--- config.mk ---
export PLATFORM = sky130hd
export DESIGN_NAME = pipe_hazard_ctrl_flat
export DESIGN_NICKNAME = d
export VERILOG_FILES = /design/src/rtl/pipe_hazard_ctrl_pkg.sv /design/src/rtl/pipe_hazard_ctrl_if.sv /design/src/rtl/pipe_hazard_ctrl_detect.sv /design/src/rtl/pipe_hazard_ctrl.sv /design/src/flat_wrapper.sv
export SDC_FILE = /design/constraint.sdc
export NUM_CORES = 1
export LEC_CHECK = 0
export ABC_CLOCK_PERIOD_IN_PS = 1700
export CORE_MARGIN = 4
export CORE_UTILIZATION = 39
export CTS_CLUSTER_SIZE = 14
export DETAILED_ROUTE_END_ITERATION = 8
export PLACE_DENSITY = 0.76
export RECOVER_POWER = 100
export SETUP_SLACK_MARGIN = 0.02
export SLEW_MARGIN = 20
export SYNTH_ARGS = -nofsm -noshare
export SYNTH_HDL_FRONTEND = slang
export SYNTH_SLANG_ARGS = --single-unit
--- constraint.sdc ---
create_clock -name clk -period 1.7 [get_ports clk]
set_input_delay 0.34 -clock clk [delete_from_list [all_inputs] [get_ports clk]]
set_output_delay 0.34 -clock clk [all_outputs]
set_load 0.05 [all_outputs]
--- src/rtl/pipe_hazard_ctrl_pkg.sv ---
// pipe_hazard_ctrl_pkg: shared FSM state, stall cause and register-zero constant
package pipe_ctrl_pkg;
    typedef enum logic [1:0] {ST_RUN, ST_DIV, ST_DONE} state_t;
    typedef enum logic [2:0] {C_NONE, C_MEM_WAIT, C_BRANCH, C_LOAD_USE, C_DIV} cause_t;
    localparam logic [4:0] REG0 = 5'd0;
endpackage

--- src/rtl/pipe_hazard_ctrl_if.sv ---
// pipe_hazard_ctrl_if: hazard inputs and stall/flush controls; PIPE_HAZ_PERF_EN adds perf counters
interface pipe_hazard_ctrl_if;
    logic [4:0] id_rs, id_rt, ex_rt;
    logic id_uses_rt, ex_mem_read, ex_branch_taken, ex_div, dmem_req, dmem_ack;
    logic pc_stall, if_id_stall, id_ex_stall, ex_mem_stall;
    logic if_id_flush, id_ex_flush, mem_wb_flush;
    logic div_busy, div_done;
`ifdef PIPE_HAZ_PERF_EN
    logic [31:0] perf_stall_cnt, perf_flush_cnt;
`endif
    modport master (
        input id_rs, id_rt, ex_rt, id_uses_rt, ex_mem_read, ex_branch_taken, ex_div, dmem_req, dmem_ack,
`ifdef PIPE_HAZ_PERF_EN
        output perf_stall_cnt, perf_flush_cnt,
`endif
        output pc_stall, if_id_stall, id_ex_stall, ex_mem_stall, if_id_flush, id_ex_flush, mem_wb_flush, div_busy, div_done
    );
    modport slave (
        output id_rs, id_rt, ex_rt, id_uses_rt, ex_mem_read, ex_branch_taken, ex_div, dmem_req, dmem_ack,
`ifdef PIPE_HAZ_PERF_EN
        input perf_stall_cnt, perf_flush_cnt,
`endif
        input pc_stall, if_id_stall, id_ex_stall, ex_mem_stall, if_id_flush, id_ex_flush, mem_wb_flush, div_busy, div_done
    );
endinterface

--- src/rtl/pipe_hazard_ctrl_detect.sv ---
// pipe_hazard_detect: load-use compare between the load in EX and the sources of the ID instruction
module pipe_hazard_detect
    import pipe_ctrl_pkg::*;
(
    input  logic       ex_mem_read,
    input  logic [4:0] ex_rt,
    input  logic [4:0] id_rs,
    input  logic [4:0] id_rt,
    input  logic       id_uses_rt,
    output logic       load_use
);
    assign load_use = ex_mem_read && ex_rt != REG0 && (ex_rt == id_rs || (id_uses_rt && ex_rt == id_rt));
endmodule

--- src/rtl/pipe_hazard_ctrl.sv ---
// pipe_hazard_ctrl: stall/flush controller for the 5-stage pipeline; PIPE_HAZ_PERF_EN adds perf counters
module pipe_hazard_ctrl
    import pipe_ctrl_pkg::*;
#(
    parameter int DIV_CYCLES = 32,
    parameter int CNT_W      = 6
) (
    input logic clk,
    input logic rst,
    pipe_hazard_ctrl_if.master bus
);
    state_t state, state_nx;
    cause_t cause;
    logic [CNT_W-1:0] cnt, cnt_nx;
    logic mem_wait, load_use, hold;
    assign mem_wait = bus.dmem_req && !bus.dmem_ack;
    pipe_hazard_detect u_detect (
        .ex_mem_read (bus.ex_mem_read),
        .ex_rt       (bus.ex_rt),
        .id_rs       (bus.id_rs),
        .id_rt       (bus.id_rt),
        .id_uses_rt  (bus.id_uses_rt),
        .load_use    (load_use)
    );
    // pick the single winning hazard cause for this cycle, highest priority first
    always_comb begin
        cause = mem_wait ? C_MEM_WAIT :
                state == ST_DIV ? C_DIV :
                state != ST_RUN ? C_NONE :
                bus.ex_branch_taken ? C_BRANCH :
                load_use ? C_LOAD_USE :
                bus.ex_div ? C_DIV : C_NONE;
    end
    // next state and divide counter; a memory wait freezes both
    always_comb begin
        state_nx = state;
        cnt_nx   = cnt;
        if (!mem_wait) begin
            case (state)
                ST_RUN: if (cause == C_DIV) begin
                    state_nx = ST_DIV;
                    cnt_nx   = CNT_W'(DIV_CYCLES - 2);
                end
                ST_DIV: if (cnt == '0) state_nx = ST_DONE;
                        else cnt_nx = cnt - 1'b1;
                default: state_nx = ST_RUN;
            endcase
        end
    end
    // FSM state and counter registers
    always_ff @(posedge clk or negedge rst) begin
        if (!rst) begin
            state <= ST_RUN;
            cnt   <= '0;
        end else begin
            state <= state_nx;
            cnt   <= cnt_nx;
        end
    end
    assign hold             = rst && (cause == C_MEM_WAIT || cause == C_DIV);
    assign bus.pc_stall     = hold || (rst && cause == C_LOAD_USE);
    assign bus.if_id_stall  = hold || (rst && cause == C_LOAD_USE);
    assign bus.id_ex_stall  = hold;
    assign bus.ex_mem_stall = hold;
    assign bus.mem_wb_flush = hold;
    assign bus.if_id_flush  = rst && cause == C_BRANCH;
    assign bus.id_ex_flush  = rst && (cause == C_BRANCH || cause == C_LOAD_USE);
    assign bus.div_busy     = rst && (state == ST_DIV || cause == C_DIV);
    assign bus.div_done     = rst && state == ST_DONE && !mem_wait;
`ifdef PIPE_HAZ_PERF_EN
    logic [31:0] perf_stall, perf_flush;
    // saturating counts of stall and ID/EX flush cycles
    always_ff @(posedge clk or negedge rst) begin
        if (!rst) begin
            perf_stall <= '0;
            perf_flush <= '0;
        end else begin
            if (bus.pc_stall && !(&perf_stall)) perf_stall <= perf_stall + 1'b1;
            if (bus.id_ex_flush && !(&perf_flush)) perf_flush <= perf_flush + 1'b1;
        end
    end
    assign bus.perf_stall_cnt = perf_stall;
    assign bus.perf_flush_cnt = perf_flush;
`endif
endmodule
--- src/flat_wrapper.sv ---
// flat-port wrapper written by rule: the top's interface ports become plain ports
module pipe_hazard_ctrl_flat import pipe_ctrl_pkg::*;
#(
    parameter int DIV_CYCLES = 32,
    parameter int CNT_W      = 6
)
  (clk, rst, bus_id_rs, bus_id_rt, bus_ex_rt, bus_id_uses_rt, bus_ex_mem_read, bus_ex_branch_taken, bus_ex_div, bus_dmem_req, bus_dmem_ack, bus_pc_stall, bus_if_id_stall, bus_id_ex_stall, bus_ex_mem_stall, bus_if_id_flush, bus_id_ex_flush, bus_mem_wb_flush, bus_div_busy, bus_div_done);
  pipe_hazard_ctrl_if bus_i ();
  input logic clk;
  input logic rst;
  input wire logic [$bits(bus_i.id_rs)-1:0] bus_id_rs;
  input wire logic [$bits(bus_i.id_rt)-1:0] bus_id_rt;
  input wire logic [$bits(bus_i.ex_rt)-1:0] bus_ex_rt;
  input wire logic [$bits(bus_i.id_uses_rt)-1:0] bus_id_uses_rt;
  input wire logic [$bits(bus_i.ex_mem_read)-1:0] bus_ex_mem_read;
  input wire logic [$bits(bus_i.ex_branch_taken)-1:0] bus_ex_branch_taken;
  input wire logic [$bits(bus_i.ex_div)-1:0] bus_ex_div;
  input wire logic [$bits(bus_i.dmem_req)-1:0] bus_dmem_req;
  input wire logic [$bits(bus_i.dmem_ack)-1:0] bus_dmem_ack;
  output wire logic [$bits(bus_i.pc_stall)-1:0] bus_pc_stall;
  output wire logic [$bits(bus_i.if_id_stall)-1:0] bus_if_id_stall;
  output wire logic [$bits(bus_i.id_ex_stall)-1:0] bus_id_ex_stall;
  output wire logic [$bits(bus_i.ex_mem_stall)-1:0] bus_ex_mem_stall;
  output wire logic [$bits(bus_i.if_id_flush)-1:0] bus_if_id_flush;
  output wire logic [$bits(bus_i.id_ex_flush)-1:0] bus_id_ex_flush;
  output wire logic [$bits(bus_i.mem_wb_flush)-1:0] bus_mem_wb_flush;
  output wire logic [$bits(bus_i.div_busy)-1:0] bus_div_busy;
  output wire logic [$bits(bus_i.div_done)-1:0] bus_div_done;
  assign bus_i.id_rs = bus_id_rs;
  assign bus_i.id_rt = bus_id_rt;
  assign bus_i.ex_rt = bus_ex_rt;
  assign bus_i.id_uses_rt = bus_id_uses_rt;
  assign bus_i.ex_mem_read = bus_ex_mem_read;
  assign bus_i.ex_branch_taken = bus_ex_branch_taken;
  assign bus_i.ex_div = bus_ex_div;
  assign bus_i.dmem_req = bus_dmem_req;
  assign bus_i.dmem_ack = bus_dmem_ack;
  assign bus_pc_stall = bus_i.pc_stall;
  assign bus_if_id_stall = bus_i.if_id_stall;
  assign bus_id_ex_stall = bus_i.id_ex_stall;
  assign bus_ex_mem_stall = bus_i.ex_mem_stall;
  assign bus_if_id_flush = bus_i.if_id_flush;
  assign bus_id_ex_flush = bus_i.id_ex_flush;
  assign bus_mem_wb_flush = bus_i.mem_wb_flush;
  assign bus_div_busy = bus_i.div_busy;
  assign bus_div_done = bus_i.div_done;
  pipe_hazard_ctrl #(.DIV_CYCLES(DIV_CYCLES), .CNT_W(CNT_W)) u_core (.clk(clk), .rst(rst), .bus(bus_i));
endmodule
== After elaboration in Yosys (flattened, before gate mapping) ==
Cells that the tools add are included.

* Add/subtract/negate cells: 1
* Multipliers: 0
* Div/mod/pow operators: 0
* Magnitude comparators: 0
* Equal/unequal tests: 11
* Shifts and indexed selects: 0
* Multiplexer cells: 12
* Bitwise operators: 1
* Reduce and logical (&&, ||, !) cells: 25

{| class="wikitable"
|+ Operators by type and width
! kind !! number
|-
| $mux 3 || 6
|-
| $mux 6 || 2
|-
| $pmux 6 s2 || 1
|-
| $logic_and 1x1->1 || 11
|-
| $eq 5x5->1 || 2
|-
| $eq 3x2->1 const B || 2
|-
| $logic_not 6->1 || 1
|-
| $sub 6x1->6 const B || 1
|-
| $logic_or 1x1->1 || 5
|-
| $reduce_bool 5->1 || 1
|-
| $mux 2 || 2
|-
| $ne 2x2->1 const B || 2
|-
| $pmux 2 s2 || 1
|-
| $reduce_and 4->1 || 1
|-
| $reduce_bool 2->1 || 2
|-
| $eq 3x1->1 const B || 1
|-
| $eq 3x3->1 const B || 1
|-
| $reduce_and 3->1 || 1
|-
| $eq 2x1->1 const B || 1
|-
| $eq 2x2->1 const B || 1
|-
| $logic_not 1->1 || 2
|-
| $logic_not 2->1 || 1
|-
| $ne 2x1->1 const B || 1
|-
| $not 1->1 || 1
|}

* Register bits: 8
* Latch bits: 0
* Memory bits (writable): 0
* Memory bits (read-only): 0
* Input port bits: 23
* Output and inout port bits: 9
* Memories kept: 0

== Depth between registers and ports, before layout ==
Gate-level depths: netlist of run 1.

* Depth in word-level cells: 13
* Mapped depth: 7
* Gate-level depth less buffers: 7

== Modules after synthesis ==
Synthesis of run 1 repeated with hierarchy kept, for this count alone.

* Cells, all modules: 90
* Area total of the unflattened synthesis: 740.7 µm²

{| class="wikitable"
|+ Modules (own cells, without submodules)
! module !! times used !! cells an instance !! area each (µm²) !! seq. area each (µm²)
|-
| pipe_hazard_ctrl || 1 || 73 || 608.1 || 200.2
|-
| pipe_hazard_detect || 1 || 17 || 132.6 || 0.0
|}

== Worst setup path after synthesis of run 1 ==
No wires, ideal clock.

* Kind: in2out
* Start point: input port bus_ex_rt[0]
* End point: output port bus_id_ex_stall
* Arrival time: 2693 ps
* Data required time: 1360 ps
* Slack: -1333 ps
* Stages on the path: 5
* Buffers on the path: 1
* Cells stage by stage: or4_4 > o21ai_4 > a21oi_2 > o21ai_0 > buf_4

* Longest elaborated chain between the ends: 12

{| class="wikitable"
|+ RTL lines
! what !! RTL line !! text
|-
| start: declaration || flat_wrapper.sv:13 || <nowiki>input wire logic [$bits(bus_i.ex_rt)-1:0] bus_ex_rt;</nowiki>
|-
| $eq 5x5->1 || pipe_hazard_ctrl_detect.sv:12 || <nowiki>assign load_use = ex_mem_read && ex_rt != REG0 && (ex_rt == id_rs || (id_uses_rt && ex_rt == id_rt));</nowiki>
|-
| $logic_and 1x1->1 || pipe_hazard_ctrl_detect.sv:12 ||
|-
| $logic_or 1x1->1 || pipe_hazard_ctrl_detect.sv:12 ||
|-
| $logic_and 1x1->1 (*) || pipe_hazard_ctrl_detect.sv:12 ||
|-
| $mux 3 (*) || pipe_hazard_ctrl.sv:31 || <nowiki>load_use ? C_LOAD_USE :</nowiki>
|-
| $mux 3 (*) || pipe_hazard_ctrl.sv:30 || <nowiki>bus.ex_branch_taken ? C_BRANCH :</nowiki>
|-
| $mux 3 (*) || pipe_hazard_ctrl.sv:29 || <nowiki>state != ST_RUN ? C_NONE :</nowiki>
|-
| $mux 3 (*) || pipe_hazard_ctrl.sv:28 || <nowiki>state == ST_DIV ? C_DIV :</nowiki>
|-
| $mux 3 (*) || pipe_hazard_ctrl.sv:27 || <nowiki>cause = mem_wait ? C_MEM_WAIT :</nowiki>
|-
| $eq 3x1->1 / $eq 3x3->1 (equally long branches) || pipe_hazard_ctrl.sv:60 || <nowiki>assign hold = rst && (cause == C_MEM_WAIT || cause == C_DIV);</nowiki>
|-
| $logic_or 1x1->1 (*) || pipe_hazard_ctrl.sv:60 ||
|-
| $logic_and 1x1->1 (*) || pipe_hazard_ctrl.sv:60 ||
|-
| end: declaration || flat_wrapper.sv:22 || <nowiki>output wire logic [$bits(bus_i.id_ex_stall)-1:0] bus_id_ex_stall;</nowiki>
|}

Mark *: on every way between the ends. The rest lies on a longest branch, timed or not.

== Worst setup path after layout of run 1 ==
* Start point: input port bus_id_rs[4]
* End point: output port bus_pc_stall

* Longest elaborated chain between the ends: 12

{| class="wikitable"
|+ RTL lines
! what !! RTL line !! text
|-
| start: declaration || flat_wrapper.sv:11 || <nowiki>input wire logic [$bits(bus_i.id_rs)-1:0] bus_id_rs;</nowiki>
|-
| $eq 5x5->1 (*) || pipe_hazard_ctrl_detect.sv:12 ||
|-
| $logic_or 1x1->1 (*) || pipe_hazard_ctrl_detect.sv:12 ||
|-
| $logic_and 1x1->1 (*) || pipe_hazard_ctrl_detect.sv:12 ||
|-
| $mux 3 (*) || pipe_hazard_ctrl.sv:31 ||
|-
| $mux 3 (*) || pipe_hazard_ctrl.sv:30 ||
|-
| $mux 3 (*) || pipe_hazard_ctrl.sv:29 ||
|-
| $mux 3 (*) || pipe_hazard_ctrl.sv:28 ||
|-
| $mux 3 (*) || pipe_hazard_ctrl.sv:27 ||
|-
| $eq 3x1->1 / $eq 3x3->1 (equally long branches) || pipe_hazard_ctrl.sv:60 ||
|-
| $logic_or 1x1->1 || pipe_hazard_ctrl.sv:60 ||
|-
| $logic_and 1x1->1 || pipe_hazard_ctrl.sv:60 ||
|-
| $logic_or 1x1->1 (*) || pipe_hazard_ctrl.sv:61 || <nowiki>assign bus.pc_stall = hold || (rst && cause == C_LOAD_USE);</nowiki>
|-
| end: declaration || flat_wrapper.sv:20 || <nowiki>output wire logic [$bits(bus_i.pc_stall)-1:0] bus_pc_stall;</nowiki>
|}

Marks and branches as above.

==> results.yml, run 1 <==
run_status:
  outcome: "complete, but fails checks"
  violations: "setup timing"
synth:
  synth-main-ff-cell: "dfrtp_1"
  yosysSeqAreaShare: 0.243
  ys_warn_count: 0
  syn-mean-instance-area_um2: 8.33
  synth_seq_cells: 8
  synth_edf_count: 0
  synth.cell_area_um2: 825
  synthesis.nets: 124
  netlist-cell-type-count: 40
  synthArstFlopShare: 1.00
  synthCells: 99
setup_path:
  cp.buffers_inverters: 2
  r2r_start: "u_core.cnt[2]$_DFFE_PN0P_"
  startpoint_type: "primary input"
  crit_required_ps: 1360
  arrival_ps: 1760
  critPathCaptureType: "output pin"
  critical_path_class: "in2out"
  crit_family: "compound AO/OA/AOI/OAI gates"
  crit_path_top_delay_cell: "a21oi_4"
  path_cells: "dlygate4sd2_1, xor2_1, nor3_2, nand3_2, a21oi_4, o221a_4, buf_12"
  r2r_cells: 5
  max_stage_delay_ps: 270
  crit_fanout: 4
  r2r-end: "u_core.cnt[5]$_DFFE_PN0P_"
  reg2reg_slack_ps: 90
clocking:
  clk_path_buf_depth: 2
  cts_tree: "yes"
  path_clk_slew_ps: 60
  numCtsBuffers: 3
  cts_htree_levels: 1
  cts_root_buf: "clkbuf_4"
  cts_num_sinks: 8
  clock_latency_ps: 260
  holdBufCountCts: 0
place:
  gp_congestion: 0.878
  hpwl_um: 2070
  port_buffers: 31
cells_and_area:
  diodes: 0
  areaGrowthSynthToFinish_pct: 93.8
  register_area_um2: 201
  finalNetCount: 184
  multi_input_area_um2: 689
  nFillCells: 107
  finish.utilization: 0.806
  drive_gt1_frac: 0.478
floorplan:
  die_w_um: 54.0
  core-area_um2: 1980
  row_count: 16
  dieHeight_um: 54.0
  num_io_pins: 32
  start_util: 0.416
  dieArea_um2: 2910
detailed_routing:
  wl_met3_um: 106
  drc_errors: 0
  drt-initial-drc-count: 26
  wl_met2_um: 1740
  routedWlPerCell_um: 16.9
  vias: 982
  detail_route.vias_per_cell: 5.34
  wl_um: 3110
  first_pass_iters: 4
  drtAntennaViolNets: 0
  top_layer: "met4"
  wl_met1_um: 1250
global_routing:
  track_usage: 0.200
  grt_pass1_wl_um: 4310
  overflow: 0
  grt_pass1_vias: 974
  grt_max_degree: 10
  antenna_found_initial: 0
sta:
  skew_ps: 7.42
  timing.final.crit_share: 1.24
  holdWs_ps: 185
  fin_ws_ps: -405
  hold_viol_final: 0
  fin_crit_ps: 2100
  tns_ps: -2500
  slew_violations: 0
  worst_pin_slew_ps: 536
  rsz0062_at_grt: "yes"
  setup_viol: 8
  clock.fmax_mhz: 475
  slew_headroom: 0.642
power_and_ir_drop:
  cellPowerDensity_nw_per_um2: 1070
  p_sw_mw: 0.801
  power_mw: 1.72
  p_seq_frac: 0.237
  leakagePower_nw: 0.728
  p_int_mw: 0.917
  switching_share: 0.466
  power_frac_comb: 0.678
  pwr-share-clk: 0.085
  peakVddDrop_uv: 966
hold_path:
  hold_path.class: "in2async"
job:
  drv_cap: 0
synth_stat cells, types with 2 or more instances:
master | number | share of area
nor3_1 | 3 | 0.018
nor2b_1 | 3 | 0.023
clkbuf_1 | 3 | 0.014
o21ai_0 | 8 | 0.049
xnor2_1 | 3 | 0.032
nand3_1 | 7 | 0.042
dfrtp_1 | 8 | 0.24
a311o_1 | 2 | 0.024
ha_1 | 2 | 0.030
a21oi_1 | 6 | 0.036
nand2_1 | 4 | 0.018
inv_1 | 3 | 0.014
nor2_1 | 10 | 0.046
and3_1 | 3 | 0.023
buf_4 | 3 | 0.027
xor2_1 | 7 | 0.074
logic make-up (layout without fill, tap and decap cells):
family,Yosys count,after routing,share of synthesized area
simple gates,41,41,0.288
xor+xnor,10,10,0.106
fa+ha+maj,2,2,0.0303
buf+inv,9,67,0.0546
compound gates,29,29,0.278
flops,8,8,0.243
per-layer routing:
layer / global-route usage / vias to the layer above
met1: 0.232 / 477
met2: 0.371 / 23
met3: 0.0443 / 2
met5: 0 / -
met4: 0.0456 / 0
li1: - / 480
sequential cells by signal, indices dropped and copies added, names as in the netlist:
register,count
u_core.cnt,6
u_core.state,2
per-stage QoR:
step	cells	setup WS, ps	instance area, um2
3_5_place_dp	172	-779	1390
6_report	184	-405	1600
4_1_cts	181	-446	1480
5_1_grt	184	-491	1600
3_3_place_gp	172	-712	1390
2_1_floorplan	99	-352	867
power by group through the flow:
stage	Combinational (mW)	Sequential [mW]	Clock [mW]
global placement	1.05	0.390	0
detailed placement	1.08	0.396	0
floorplan	0.669	0.391	0
finish	1.17	0.407	0.146
global route	1.26	0.415	0.164
CTS	1.12	0.394	0.153
how the worst max path moves through the flow:
stage	from	to	slack, ps	cells past startpoint
after global placement	bus_ex_rt[0]	bus_pc_stall	-710	8
after detailed placement	bus_ex_rt[0]	bus_pc_stall	-780	8
final	bus_id_rs[4]	bus_pc_stall	-400	7
after global routing	bus_id_rs[4]	bus_pc_stall	-490	7
after CTS	bus_ex_rt[0]	bus_pc_stall	-450	8
after floorplan	bus_ex_rt[0]	bus_id_ex_stall	-350	5
placed cells by master, fill, tap and decap left out, types with 3 or more instances in the layout:
master and count:
buf_4 19, buf_6 13, nor2_1 9, buf_12 7
dfrtp_1 7, o21ai_0 6, a21oi_1 6, dlygate4sd2_1 6
xor2_1 5, nand3_1 5, nand2_1 4, dlymetal6s2s_1 4
inv_1 3, clkbuf_4 3, clkdlybuf4s50_1 3, buf_8 3
repair_timing:
action	in CTS	in global routing
resized for setup	49	31
endpoints found under the setup margin	16	13
pin swaps	14	15
buffers inserted	6	3
area by class of cell:
type / count / area share
Inverter: 3 / 0.00705
Clock buffer: 3 / 0.0141
Multi-Input combinational cell: 82 / 0.431
Sequential cell: 8 / 0.126
Tap cell: 27 / 0.0211
Timing Repair Buffer: 61 / 0.400
(Power assumes the default switching activity.)
==> run 2, diff against run 1 <==
CORE_UTILIZATION = 35   (was 39)
PLACE_DENSITY = 0.69   (was 0.76)
==> results.yml, run 2 (synthesis gave the netlist of run 1 again) <==
detailed_routing:
  drtAntennaViolNets: 0
  first_pass_iters: 4
  drc_errors: 0
  detail_route.vias_per_cell: 5.22
  vias: 965
  drt-initial-drc-count: 27
  routedWlPerCell_um: 15.0
  wl_um: 2770
cells_and_area:
  finish.utilization: 0.672
  mostFrequentLayoutCell: "buf_4"
  largest_reg_flops: 6
  top_register: "u_core.cnt"
  final_cell_mix: "23 x buf_4, 9 x nor2_1, 8 x buf_6"
  final_cell_area_um2: 1500
  areaGrowthSynthToFinish_pct: 81.9
  nFillCells: 187
  reg_top3: "u_core.cnt (6), u_core.state (2)"
  drive_gt1_frac: 0.439
  diodes: 0
  finalNetCount: 184
  final_cells: 185
global_routing:
  track_usage: 0.173
  grt_max_degree: 8
  grt_pass1_vias: 1000
  grt_pass1_wl_um: 4450
  antenna_found_initial: 0
  overflow: 0
job:
  drv_cap: 0
setup_path:
  path_cells: "buf_8, xor2_1, nor4_1, nand3_1, a21oi_4, o221a_4, buf_12"
  max_stage_delay_ps: 290
  reg2reg_slack_ps: -30
  arrival_ps: 1740
  r2r_cells: 4
  cp.buffers_inverters: 2
  startpoint_type: "primary input"
  crit_fanout: 5
  crit_path_top_delay_cell: "nor4_1"
  crit_required_ps: 1360
  r2r-end: "u_core.cnt[5]$_DFFE_PN0P_"
  crit_family: "compound AO/OA/AOI/OAI gates"
  critical_path_class: "in2out"
  r2r_start: "u_core.cnt[2]$_DFFE_PN0P_"
  critPathCaptureType: "output pin"
floorplan:
  dieArea_um2: 3200
  dieHeight_um: 56.5
  row_count: 17
  num_io_pins: 32
  die_w_um: 56.5
  core-area_um2: 2230
  start_util: 0.369
clocking:
  cts_htree_levels: 1
  cts_num_sinks: 8
  clk_path_buf_depth: 2
  cts_root_buf: "clkbuf_4"
  numCtsBuffers: 3
  clock_latency_ps: 250
  path_clk_slew_ps: 50
  cts_tree: "yes"
hold_path:
  hold_path.class: "in2async"
sta:
  fin_ws_ps: -379
  timing.final.crit_share: 1.22
  slew_violations: 0
  clock.fmax_mhz: 481
  hold_viol_final: 0
  tns_ps: -2330
  skew_ps: 5.70
  slew_headroom: 0.678
  holdWs_ps: 264
  worst_pin_slew_ps: 478
  setup_viol: 8
  fin_crit_ps: 2080
  rsz0062_at_grt: "yes"
power_and_ir_drop:
  power_mw: 1.62
  peakVddDrop_uv: 956
  pwr-share-clk: 0.087
  p_seq_frac: 0.229
  switching_share: 0.452
  cellPowerDensity_nw_per_um2: 1080
  leakagePower_nw: 0.696
  p_sw_mw: 0.730
  p_int_mw: 0.886
  power_frac_comb: 0.684
place:
  hpwl_um: 2070
  dp_worst_setup_slack_ps: -823
  placed_area_um2: 1390
  place_inst: 173
  gp_congestion: 0.868
  port_buffers: 31
run_status:
  violations: "setup timing"
  outcome: "complete, but fails checks"
==> run 2: cell types whose count changed in the layout (fill, tap and decap cells not counted), sizes merged <==
cell,previous run,this run
clkdlybuf4s50,3,2
buf,43,45
clkdlybuf4s15,1,3
dlymetal6s2s,4,3
dlygate4sd2,6,3
clkbuf,7,8
==> run 2: worst reg2reg max path, delay by kind of cell, from the launching register on <==
kind / cells / cell delay [ps]
AND/OR/NAND/NOR: 2 / 690
AO/OA/AOI/OAI: 2 / 480
flip-flops: 1 / 440
==> run 2: worst max path at each step <==
stage	from	to	slack, ps	cells after the start
finish	bus_ex_rt[4]	bus_if_id_stall	-380	7
global route	bus_ex_rt[4]	bus_if_id_stall	-410	7
CTS	bus_ex_rt[4]	bus_mem_wb_flush	-410	7
detailed placement	bus_ex_rt[4]	bus_if_id_stall	-820	7
global placement	bus_ex_rt[4]	bus_if_id_stall	-770	7
floorplan	bus_ex_rt[0]	bus_id_ex_stall	-350	5
==> run 2: final cells by class <==
class,instances,area [um2],share of cell area
clock buffers,3,22.5,0.0150
inverters,3,11.3,0.00751
flip-flops and latches,8,201,0.134
repair buffers,61,604,0.403
well taps,28,35.0,0.0234
multi-input cells,82,626,0.417
==> run 2: per-layer routing <==
layer	vias to the layer above	routed length, um	global-route usage
met4	0	31	0.0407
met2	28	1520	0.320
met3	4	119	0.0437
met1	454	1100	0.194
li1	479	-	-
met5	-	0	0
==> run 2: power by group through the flow <==
stage	logic, mW	registers (mW)	clock network (mW)
detailed placement	1.08	0.390	0
global route	1.20	0.386	0.161
global placement	1.06	0.387	0
finish	1.10	0.370	0.141
CTS	1.12	0.390	0.148
floorplan	0.669	0.391	0
==> run 2: repair_timing <==
| action | 4_1_cts | 5_1_grt |
|---|---|---|
| pin swaps | 16 | 15 |
| gates resized for setup | 56 | 24 |
| endpoints found under the setup margin | 16 | 12 |
| buffers inserted | 8 | 1 |
| hold buffers | 0 | 0 |
